--- config.mk ---
export PLATFORM = sky130hd
export DESIGN_NAME = imem_loader
export DESIGN_NICKNAME = d
export VERILOG_FILES = /design/src/rtl/imem_pkg.sv /design/src/rtl/imem_loader_byte_packer.sv /design/src/rtl/imem_loader.sv
export SDC_FILE = /design/constraint.sdc
export NUM_CORES = 1
export LEC_CHECK = 0
export ABC_CLOCK_PERIOD_IN_PS = 3500
export BUFFER_PORTS_ARGS = -buffer_cell sky130_fd_sc_hd__buf_4
export CAP_MARGIN = 30
export CORE_MARGIN = 2
export CORE_UTILIZATION = 55
export DETAILED_ROUTE_END_ITERATION = 10
export PLACE_DENSITY = 0.81
export SLEW_MARGIN = 10
export SYNTH_ARGS = -nofsm -noshare
export SYNTH_HDL_FRONTEND = slang
export SYNTH_SLANG_ARGS = --single-unit
--- constraint.sdc ---
create_clock -name clk -period 3.5 [get_ports clk]
set_input_delay 0.175 -clock clk [delete_from_list [all_inputs] [get_ports clk]]
set_output_delay 0.175 -clock clk [all_outputs]
set_load 0.02 [all_outputs]
--- src/rtl/imem_pkg.sv ---
// Shared definitions for the instruction-memory loader: default geometry and FSM state encoding.
package imem_pkg;
    localparam int DATA_WIDTH_DFLT = 32;
    localparam int MEM_DEPTH_DFLT  = 1024;
    localparam int BYTES_PER_WORD  = DATA_WIDTH_DFLT / 8;
    localparam int ADDR_W          = $clog2(MEM_DEPTH_DFLT);

    typedef enum logic [1:0] {
        IDLE  = 2'd0,
        RECV  = 2'd1,
        WRITE = 2'd2,
        DONE  = 2'd3
    } ld_state_t;
endpackage

--- src/rtl/imem_loader_byte_packer.sv ---
// Little-endian byte-to-word assembler: one lane per byte, unfilled lanes stay zero after a clear.
module byte_packer
    import imem_pkg::*;
#(
    parameter int NUM_LANES = BYTES_PER_WORD
) (
    input  logic                      clk,
    input  logic                      rst,
    input  logic                      clr,
    input  logic                      acc,
    input  logic [7:0]                data,
    input  logic                      last,
    output logic [NUM_LANES-1:0][7:0] word,
    output logic                      word_valid
);
    localparam int LW = (NUM_LANES > 1) ? $clog2(NUM_LANES) : 1;

    logic [LW-1:0] lane;

    // Asserted on the accept that completes a word, either by filling the top lane or by s_last.
    assign word_valid = acc && (last || (lane == LW'(NUM_LANES - 1)));

    always_ff @(posedge clk or posedge rst) begin
        if (rst) begin
            lane <= '0;
            word <= '0;
        end else if (clr) begin
            lane <= '0;
            word <= '0;
        end else if (acc) begin
            lane <= word_valid ? '0 : lane + 1'b1;
            for (int i = 0; i < NUM_LANES; i++)
                if (lane == LW'(i)) word[i] <= data;
        end
    end
endmodule

--- src/rtl/imem_loader.sv ---
// Byte-stream program loader: packs bytes into words and writes them to IMEM at incrementing addresses.
module imem_loader
    import imem_pkg::*;
#(
    parameter int DATA_WIDTH = DATA_WIDTH_DFLT,
    parameter int MEM_DEPTH  = MEM_DEPTH_DFLT,
    parameter int BASE_ADDR  = 0
) (
    input  logic                         clk,
    input  logic                         rst,
    input  logic                         start,
    input  logic                         s_valid,
    output logic                         s_ready,
    input  logic [7:0]                   s_data,
    input  logic                         s_last,
    output logic                         we,
    output logic [$clog2(MEM_DEPTH)-1:0] waddr,
    output logic [DATA_WIDTH-1:0]        wdata,
    output logic                         busy,
    output logic                         done,
    output logic                         err_overflow,
    output logic [$clog2(MEM_DEPTH):0]   word_count
);
    localparam int NL = DATA_WIDTH / 8;
    localparam int AW = $clog2(MEM_DEPTH);

    ld_state_t           state, state_nx;
    logic                arm, hs, full, acc, clr;
    logic                word_valid, word_last;
    logic [NL-1:0][7:0]  word;
    logic [AW+1:0]       fill;

    // Memory is exhausted once the next write would land past the last word.
    assign fill = (AW+2)'(word_count) + (AW+2)'(BASE_ADDR);
    assign full = fill >= (AW+2)'(MEM_DEPTH);
    assign arm  = start && (state == IDLE || state == DONE);
    assign hs   = s_valid && s_ready;
    assign acc  = hs && !full;
    assign clr  = arm || (state == WRITE);

    byte_packer #(.NUM_LANES(NL)) u_packer (
        .clk        (clk),
        .rst        (rst),
        .clr        (clr),
        .acc        (acc),
        .data       (s_data),
        .last       (s_last),
        .word       (word),
        .word_valid (word_valid)
    );

    assign wdata = word;

    always_ff @(posedge clk or posedge rst) begin
        if (rst) state <= IDLE;
        else     state <= state_nx;
    end

    always_comb begin
        state_nx = state;
        case (state)
            IDLE, DONE: if (start) state_nx = RECV;
            RECV: begin
                if (hs && full && s_last) state_nx = DONE;
                else if (word_valid)      state_nx = WRITE;
            end
            WRITE:   state_nx = word_last ? DONE : RECV;
            default: state_nx = IDLE;
        endcase
    end

    always_comb begin
        s_ready = 1'b0;
        we      = 1'b0;
        busy    = 1'b0;
        done    = 1'b0;
        case (state)
            RECV:  begin s_ready = 1'b1; busy = 1'b1; end
            WRITE: begin we = 1'b1;      busy = 1'b1; end
            DONE:  done = 1'b1;
            default: ;
        endcase
    end

    always_ff @(posedge clk or posedge rst) begin
        if (rst) begin
            waddr        <= AW'(BASE_ADDR);
            word_count   <= '0;
            err_overflow <= 1'b0;
            word_last    <= 1'b0;
        end else if (arm) begin
            waddr        <= AW'(BASE_ADDR);
            word_count   <= '0;
            err_overflow <= 1'b0;
            word_last    <= 1'b0;
        end else begin
            if (word_valid) word_last <= s_last;
            if (hs && full) err_overflow <= 1'b1;
            if (state == WRITE) begin
                word_count <= word_count + 1'b1;
                // Hold at the top word rather than wrap back over the image.
                if (waddr != AW'(MEM_DEPTH - 1)) waddr <= waddr + 1'b1;
            end
        end
    end
endmodule

After elaboration in Yosys (flattened, before gate mapping). Index checks and enable logic that the tools add are counted.

Add/sub/neg operators: 3. Multiply operators: 0. Div/mod/pow operators: 0. Magnitude comparators: 1. Eq/ne operators: 9. Shift operators: 0. Muxes and demuxes: 27. Bitwise gates (word level): 0. Reductions and logical operators: 29.

Operator list (number): $mux W32 (2); $mux W8 (4); $mux W10 (3); $mux W11 (2); $reduce_bool A2 Y1 (9); $mux W2 (7); $reduce_and A2 Y1 (6); $add A11 B1 Y11 const B (1); $ge A11 B11 Y1 const B (1); $add A10 B1 Y10 const B (1); $ne A10 B10 Y1 const B (1); $eq A2 B2 Y1 const B (4); $mux W1 (8); $logic_and A1 B1 Y1 (6); $pmux W2 S3 (1); $eq A2 B1 Y1 const B (2); $logic_not A2 Y1 (2); $reduce_or A2 Y1 (2); $logic_or A1 B1 Y1 (3); $ne A3 B2 Y1 const B (1); $add A2 B1 Y2 const B (1); $ne A2 B2 Y1 const B (1); $logic_not A1 Y1 (1).

Bits in registers: 59. Bits in latches: 0. Bits in writable memories: 0. ROM bits: 0. Input port bits: 13. Output and inout port bits: 58. Memories: 0.

Depth between registers and ports, before layout. Gate-level depths: netlist of run 1.

Depth after elaboration: 8. Depth in mapped cells: 8.

By module. A second synthesis of run 1 with hierarchy kept.

Cells, all modules: 304. Area total of the unflattened synthesis: 3079.2 sq um.

Modules (own cells, without submodules): byte_packer (instances 1, cells an instance 164, area an instance 1707.9 sq um, sequential area each 850.8 sq um); imem_loader (instances 1, cells an instance 140, area an instance 1371.3 sq um, sequential area each 625.6 sq um).

Worst setup path after synthesis of run 1. No wires, ideal clock.

Kind: reg2reg. Start: reg waddr[0]. End: reg waddr[7]. Arrival: 1.632 ns. Setup slack: 1.741 ns. Stages on the path, launching flop included: 6. Buffers on the path: 0. Clock period less this slack: 1.759 ns. Path through: dfrtp_1 > ha_1 > nand4_1 > or3_4 > nand4_1 > mux2_1.

Word-level cells in the longest chain between the ends: 4.

RTL lines: start: declaration (RTL line imem_loader.sv:17) `output logic [$clog2(MEM_DEPTH)-1:0] waddr,`; start signal: assignment (RTL line imem_loader.sv:87) `waddr <= AW'(BASE_ADDR);`; start signal: assignment (RTL line imem_loader.sv:92) `waddr <= AW'(BASE_ADDR);`; start signal: assignment (RTL line imem_loader.sv:102) `if (waddr != AW'(MEM_DEPTH - 1)) waddr <= waddr + 1'b1;`; $add A10 B1 Y10 (RTL line imem_loader.sv:102); $mux W10 (RTL line imem_loader.sv:102); $mux W10 (RTL line imem_loader.sv:99) `if (state == WRITE) begin`; $mux W10 (RTL line imem_loader.sv:91) `end else if (arm) begin`.

Parallel ways exist; a longest one is shown, timed or not. The select of a mux whose other input is x is not followed. A chain may end at the register's enable or synchronous reset.

Worst setup path in the final report of run 1.
Start: reg state[0]. End: reg waddr[7].

Word-level cells in the longest chain between the ends: 5.

RTL lines: start: declaration (RTL line imem_loader.sv:27) `ld_state_t state, state_nx;`; start signal: assignment (RTL line imem_loader.sv:56) `else state <= state_nx;`; $eq A2 B2 Y1 or $logic_not A2 Y1 (tied branches) (RTL line imem_loader.sv:36) `assign arm = start && (state == IDLE || state == DONE);`; $logic_or A1 B1 Y1 (RTL line imem_loader.sv:36); $logic_and A1 B1 Y1 (RTL line imem_loader.sv:36); $reduce_bool A2 Y1 (no line); $reduce_and A2 Y1 (no line).

Parallel ways exist; a longest one is shown, timed or not.

==> impl_metrics.json, run 1 <==
{
  "yosys_warnings": 0,
  "leakage_dissipation_nw": 1.71,
  "synthDistinctLibCells": 38,
  "routed-via-count": 2348,
  "grt_pass1_wl_um": 10000,
  "critPathCaptureType": "flip-flop",
  "number_of_routed_nets_with_antenna_violations": 0,
  "maximum_number_of_pins_on_one_net_before_global_route_repair": 40,
  "powerDensity_mw_per_mm2": 586,
  "layout.cells.non_filler": 439,
  "setup_cp_type": "reg2reg",
  "cts_htree_levels": 3,
  "irDropWorstVdd_mv": 0.606,
  "clk_transition_reported_paths_ns": 0.06,
  "clk_path_buf_depth": 2,
  "clock_skew_ns": 0.00950,
  "synth-edff-count": 0,
  "postSynthAreaPerCell_um2": 9.33,
  "critPathCapture": "waddr[7]",
  "grt_pass1_vias": 2069,
  "netlist_area_mm2": 0.00275,
  "detail_route.first_pass.iterations": 4,
  "hold_violations": 0,
  "pre_cts_slack_ns": 1.58,
  "worst_ep_arrival_time_ns": 2.20,
  "final_cell_mix": "nand2_1, buf_4, dfrtp_1",
  "timing.reg2reg.setup_slack_ns": 1.51,
  "status": "completed",
  "areaGrowthSynthToFinish_pct": 27.2,
  "mostFrequentLayoutCell": "nand2_1",
  "worst-endpoint-required_ns": 3.71,
  "cts_setup_buffers": 0,
  "detail_route.wl_per_cell_um": 14.1,
  "async_flop_share": 1.00,
  "crit_path_cell_trace": "inv_1, ha_1, nand3_1, nor2_1, nand4_1, mux2_1",
  "gr-usage-all-layers": 0.243,
  "dieArea_mm2": 0.00559,
  "die_w_um": 74.7,
  "crit_path_max_incr_delay_ns": 0.47,
  "r2r_cells": 6,
  "maxCapViolations": 0,
  "critPathLaunch": "state[0]",
  "yosysSeqAreaShare": 0.536,
  "setup_viol_count_final": 0,
  "crit_path_max_fanout": 15,
  "rr_endpoint": "waddr[7]",
  "globalplace.congestion": 0.862,
  "numCtsBuffers": 9,
  "route.final.wire_length_um": 6200,
  "post_route_cells_drive_above_1_share": 0.247,
  "initial_core_util": 0.575,
  "antenna_found_initial": 0,
  "via_per_inst": 5.35,
  "nNetsFinal": 390,
  "mappedNetlistNets": 317,
  "dr_drc_count": 0,
  "unrepaired_setup_endpoints_after_global_routing": "no",
  "critical_path.slowest_cell": "ha_1",
  "worstReg2RegStart": "state[0]",
  "floorplan.io_pins": 71,
  "timing.final.crit_period_ns": 1.99,
  "dpl.cell_count": 423,
  "setup.worst_path.start_class": "flip-flop",
  "dp_hpwl_um": 4350,
  "drc_marker_count_from_the_first_detailed_route_iteration": 184,
  "fmax_mhz": 502,
  "buffer_ports.inserted": 70,
  "die_height_um": 74.7,
  "tightest_slew_ns": 0.506,
  "maxSlewHeadroom": 0.663,
  "worst_skew_late_latency_ns": 0.33,
  "cts.sinks": 59,
  "totalNegativeSetupSlack_ns": 0,
  "number_of_rows_in_the_core_area": 25,
  "core-area_mm2": 0.00479,
  "final_worst_path_period_share": 0.569,
  "post-route-worst-setup-slack_ns": 1.51,
  "ys.flop_type": "dfrtp_1",
  "fin_hold_ws_ns": 0.114,
  "postSynthCellCount": 295,
  "grt_overflow": 0,
  "report.final.slew_viol_count": 0,
  "ffs_latches_synth": 59,
  "insertedDiodeCount": 0,
  "cts.root.buffer_cell": "clkbuf_8",
  "cts_tree": "built",
  "power_mw": 2.05,
  "class_of_the_most_critical_hold_timing_path": "in2reg"
}
power by group:
part	switching (mW)	internal, mW
Sequential	0.0711	0.764
Combinational	0.440	0.259
Clock	0.250	0.269
timing repair:
item,4_1_cts,5_1_grt
hold buffers,1,0
resized for setup,0,0
endpoints found under the hold margin,20,0
critical path, delay by kind of cell (launching register included):
| family | cells | cell delay, ns |
|---|---|---|
| buf+inv | 1 | 0.07 |
| fa+ha+maj | 1 | 0.47 |
| simple gates | 3 | 0.58 |
| mux | 1 | 0.34 |
| flops | 1 | 0.42 |
routing by layer:
layer,GRT usage,up-vias,wire [um]
met3,0.0723,9,453
met5,0,-,0
li1,-,1142,-
met2,0.365,106,2750
met4,0.0813,0,89
met1,0.341,1091,2910
flip-flops by register name (all words and copies together), names as in the netlist:
signal and cells:
u_packer.word 32, word_last 1, waddr 10, state 2, word_count 11, u_packer.lane 2, err_overflow 1
cells in the mapped netlist, types with 2 or more instances:
master,instances,share of area
nand2_1,77,0.11
dfrtp_1,59,0.54
a21oi_1,36,0.065
nor2_1,22,0.030
ha_1,9,0.041
clkbuf_1,8,0.011
inv_1,8,0.011
and2_1,7,0.016
nand4_1,7,0.016
xor2_1,7,0.022
nand3_1,6,0.011
nor3_1,5,0.0091
o21ai_0,5,0.0091
xnor2_1,4,0.013
a31oi_1,3,0.0068
and3_1,3,0.0068
buf_2,3,0.0055
a21o_1,2,0.0055
a2bb2oi_1,2,0.0064
a41oi_1,2,0.0064
mux2i_1,2,0.0073
nand2b_1,2,0.0045
stage by stage:
stage / cell area, um2 / util
after floorplan: 2750 / -
after detailed placement: 3330 / 0.696
after global routing: 3500 / 0.732
after global placement: 3330 / 0.696
after CTS: 3500 / 0.732
final: 3500 / 0.732
how the worst min path moves through the flow:
stage / from / endpoint / slack [ns] / depth (start not counted)
floorplan: s_data[0] / u_packer.word[0] / 0.31 / 2
global placement: rst / word_count[8] / 0.21 / 2
detailed placement: rst / word_count[8] / 0.21 / 2
CTS: s_data[7] / u_packer.word[15] / 0.11 / 3
global route: s_data[6] / u_packer.word[22] / 0.11 / 3
finish: s_data[1] / u_packer.word[25] / 0.11 / 3
logic make-up after synthesis:
logic type,Yosys count,share of synthesized area
fa+ha+maj,9,0.0409
buf+inv,20,0.0300
xor+xnor,11,0.0350
simple gates,136,0.225
flops,59,0.536
mux,3,0.0114
compound gates,57,0.122
layout make-up:
type                    count  area (um2)
flip-flops and latches     59        1480
clock inverters             3        15.0
multi-input cells         216        1190
clock buffers              12         145
inverters                   8        30.0
fillers                   379        1280
repair buffers             74         558
well taps                  67        83.8
Power figures use the tool's default switching activity.
==> run 2: changes to the inputs <==
--- a/config.mk
+++ b/config.mk
@@ -5,13 +5,13 @@
 export SDC_FILE = /design/constraint.sdc
 export NUM_CORES = 1
 export LEC_CHECK = 0
-export ABC_CLOCK_PERIOD_IN_PS = 3500
+export ABC_CLOCK_PERIOD_IN_PS = 1600
 export BUFFER_PORTS_ARGS = -buffer_cell sky130_fd_sc_hd__buf_4
 export CAP_MARGIN = 30
 export CORE_MARGIN = 2
-export CORE_UTILIZATION = 55
+export CORE_UTILIZATION = 47
 export DETAILED_ROUTE_END_ITERATION = 10
-export PLACE_DENSITY = 0.81
+export PLACE_DENSITY = 0.74
 export SLEW_MARGIN = 10
 export SYNTH_ARGS = -nofsm -noshare
 export SYNTH_HDL_FRONTEND = slang
==> constraint.sdc (replaced) <==
create_clock -name clk -period 1.6 [get_ports clk]
set_input_delay 0.08 -clock clk [delete_from_list [all_inputs] [get_ports clk]]
set_output_delay 0.08 -clock clk [all_outputs]
set_load 0.02 [all_outputs]
==> impl_metrics.json, run 2 (synthesis results as in run 1) <==
{
  "maxCapViolations": 0,
  "tightest_slew_ns": 0.528,
  "route.final.wire_length_um": 6930,
  "setup_viol_count_final": 0,
  "numCtsBuffers": 9,
  "globalplace.congestion": 0.900,
  "number_of_rows_in_the_core_area": 27,
  "gr-usage-all-layers": 0.231,
  "worst_ep_arrival_time_ns": 1.75,
  "class_of_the_most_critical_hold_timing_path": "in2reg",
  "fill_cells": 459,
  "final_cell_mix": "buf_4, nand2_1, dfrtp_1",
  "final_worst_path_period_share": 0.957,
  "cts_htree_levels": 3,
  "place_area_mm2": 0.00351,
  "clock_skew_ns": 0.00505,
  "critical_path_cell_count": 5,
  "detail_route.first_pass.iterations": 6,
  "worstReg2RegStart": "waddr[0]",
  "multi_input_comb_area_mm2": 0.00127,
  "cts_tree": "built",
  "powerDensity_mw_per_mm2": 1390,
  "fmax_mhz": 653,
  "critPathCaptureType": "flip-flop",
  "post-route-worst-setup-slack_ns": 0.0686,
  "fin_hold_ws_ns": 0.0155,
  "status": "completed",
  "cpLargestDelayFamily": "simple AND/OR/NAND/NOR gates",
  "leakage_dissipation_nw": 1.86,
  "drc_marker_count_from_the_first_detailed_route_iteration": 130,
  "crit_path_cell_trace": "ha_4, nand4_1, or3_4, nand4_1, mux2_1",
  "crit_path_frequent_cell": "nand4_1",
  "dr_drc_count": 0,
  "largest-register": "u_packer.word",
  "cts.root.buffer_cell": "clkbuf_8",
  "clk_transition_reported_paths_ns": 0.07,
  "grt_pass1_vias": 2385,
  "crit_path_max_fanout": 4,
  "irDropWorstVdd_mv": 1.16,
  "antenna_found_initial": 0,
  "die_height_um": 80.5,
  "routed-via-count": 2460,
  "unrepaired_setup_endpoints_after_global_routing": "no",
  "worst_skew_late_latency_ns": 0.34,
  "buffer_ports.inserted": 70,
  "nNetsFinal": 411,
  "largest_register_ff_count": 32,
  "critical_path.slowest_cell": "dfrtp_2",
  "initial_core_util": 0.494,
  "rr_endpoint": "waddr[7]",
  "die_w_um": 80.5,
  "dp_hpwl_um": 4750,
  "seq_area_mm2": 0.00148,
  "maxSlewHeadroom": 0.645,
  "crit_buf_inv": 0,
  "hold_depth": 3,
  "crit_path_max_incr_delay_ns": 0.39,
  "hold_violations": 0,
  "grt_overflow": 0,
  "min_delay_worst_endpoint": "u_packer.word[16]",
  "areaGrowthSynthToFinish_pct": 40.2,
  "clk_path_buf_depth": 2,
  "setup_cp_type": "reg2reg",
  "reg.largest.list": "u_packer.word (32), word_count (11), waddr (10)",
  "number_of_routed_nets_with_antenna_violations": 0,
  "grt_pass1_wl_um": 11300,
  "worst-endpoint-required_ns": 1.82,
  "timing.final.crit_period_ns": 1.53,
  "holdCritStartpoint": "s_data[0]",
  "mostFrequentLayoutCell": "buf_4",
  "floorplan.io_pins": 71,
  "report.final.slew_viol_count": 0,
  "layout.cell_area.non_filler_mm2": 0.00386,
  "via_per_inst": 5.28,
  "detail_route.wl_per_cell_um": 14.9,
  "maximum_number_of_pins_on_one_net_before_global_route_repair": 60,
  "setup.worst_path.start_class": "flip-flop",
  "post_route_cells_drive_above_1_share": 0.345,
  "insertedDiodeCount": 0,
  "timing.reg2reg.setup_slack_ns": 0.07,
  "r2r_cells": 5,
  "pre_cts_slack_ns": -0.0131,
  "core-area_mm2": 0.00557,
  "cts.sinks": 59,
  "dieArea_mm2": 0.00649
}
[run 2: cell count changes in the layout (fill, tap and decap cells not counted), moves of 4 or more]
| cell | before | now |
|---|---|---|
| nand2_2 | 0 | 4 |
| nand2_1 | 77 | 73 |
| buf_4 | 73 | 89 |
| and2_1 | 7 | 3 |
| ha_1 | 9 | 5 |
[run 2: report_power, final]
group	internal (mW)	total (mW)	switching, mW
registers	1.68	1.81	0.139
logic	0.808	1.92	1.11
clock network	1.03	1.64	0.611
total	3.51	5.38	1.87
[run 2: worst max path at each step]
stage,start,endpoint
global route,waddr[0],waddr[7]
detailed placement,state[1],u_packer.word[23]
finish,waddr[0],waddr[7]
floorplan,waddr[0],waddr[7]
CTS,state[0],word_count[6]
global placement,state[0],waddr[7]
[run 2: worst register-to-register path: stages (launching register included)]
cell and delay (ns):
dfrtp_2 0.39, ha_4 0.16, nand4_1 0.10, or3_4 0.35
nand4_1 0.10, mux2_1 0.32
[run 2: area by class of cell]
class / instances / area share
inverter: 8 / 0.00875
clock inverter: 7 / 0.0302
tap: 72 / 0.0233
clock buffer: 9 / 0.0321
timing repair buffer: 95 / 0.193
multi-input combinational: 216 / 0.329
sequential: 59 / 0.383
[run 2: per-layer routing]
| metal | track usage | vias up | routed length (um) |
|---|---|---|---|
| met4 | 0.0864 | 0 | 93 |
| met5 | 0 | - | 0 |
| met2 | 0.372 | 92 | 3340 |
| li1 | - | 1184 | - |
| met1 | 0.294 | 1173 | 3010 |
| met3 | 0.0697 | 11 | 481 |
[run 2: what timing repair did]
action	in CTS	in global routing
pin swaps	0	4
resized for setup	2	21
setup endpoints to repair	7	41
buffers inserted	0	3
hold buffers	2	0
endpoints found under the hold margin	60	0
[run 2: per-stage QoR]
| step | setup TNS, ns | utilization | total power, mW | std cells |
|---|---|---|---|---|
| floorplan | -0.0508 | - | 2.91 | 295 |
| detailed placement | -0.0238 | 0.631 | 3.62 | 445 |
| global route | 0 | 0.692 | 5.67 | 466 |
| CTS | -0.0348 | 0.678 | 5.28 | 463 |
| global placement | 0 | 0.631 | 3.58 | 445 |
| finish | 0 | 0.692 | 5.38 | 466 |
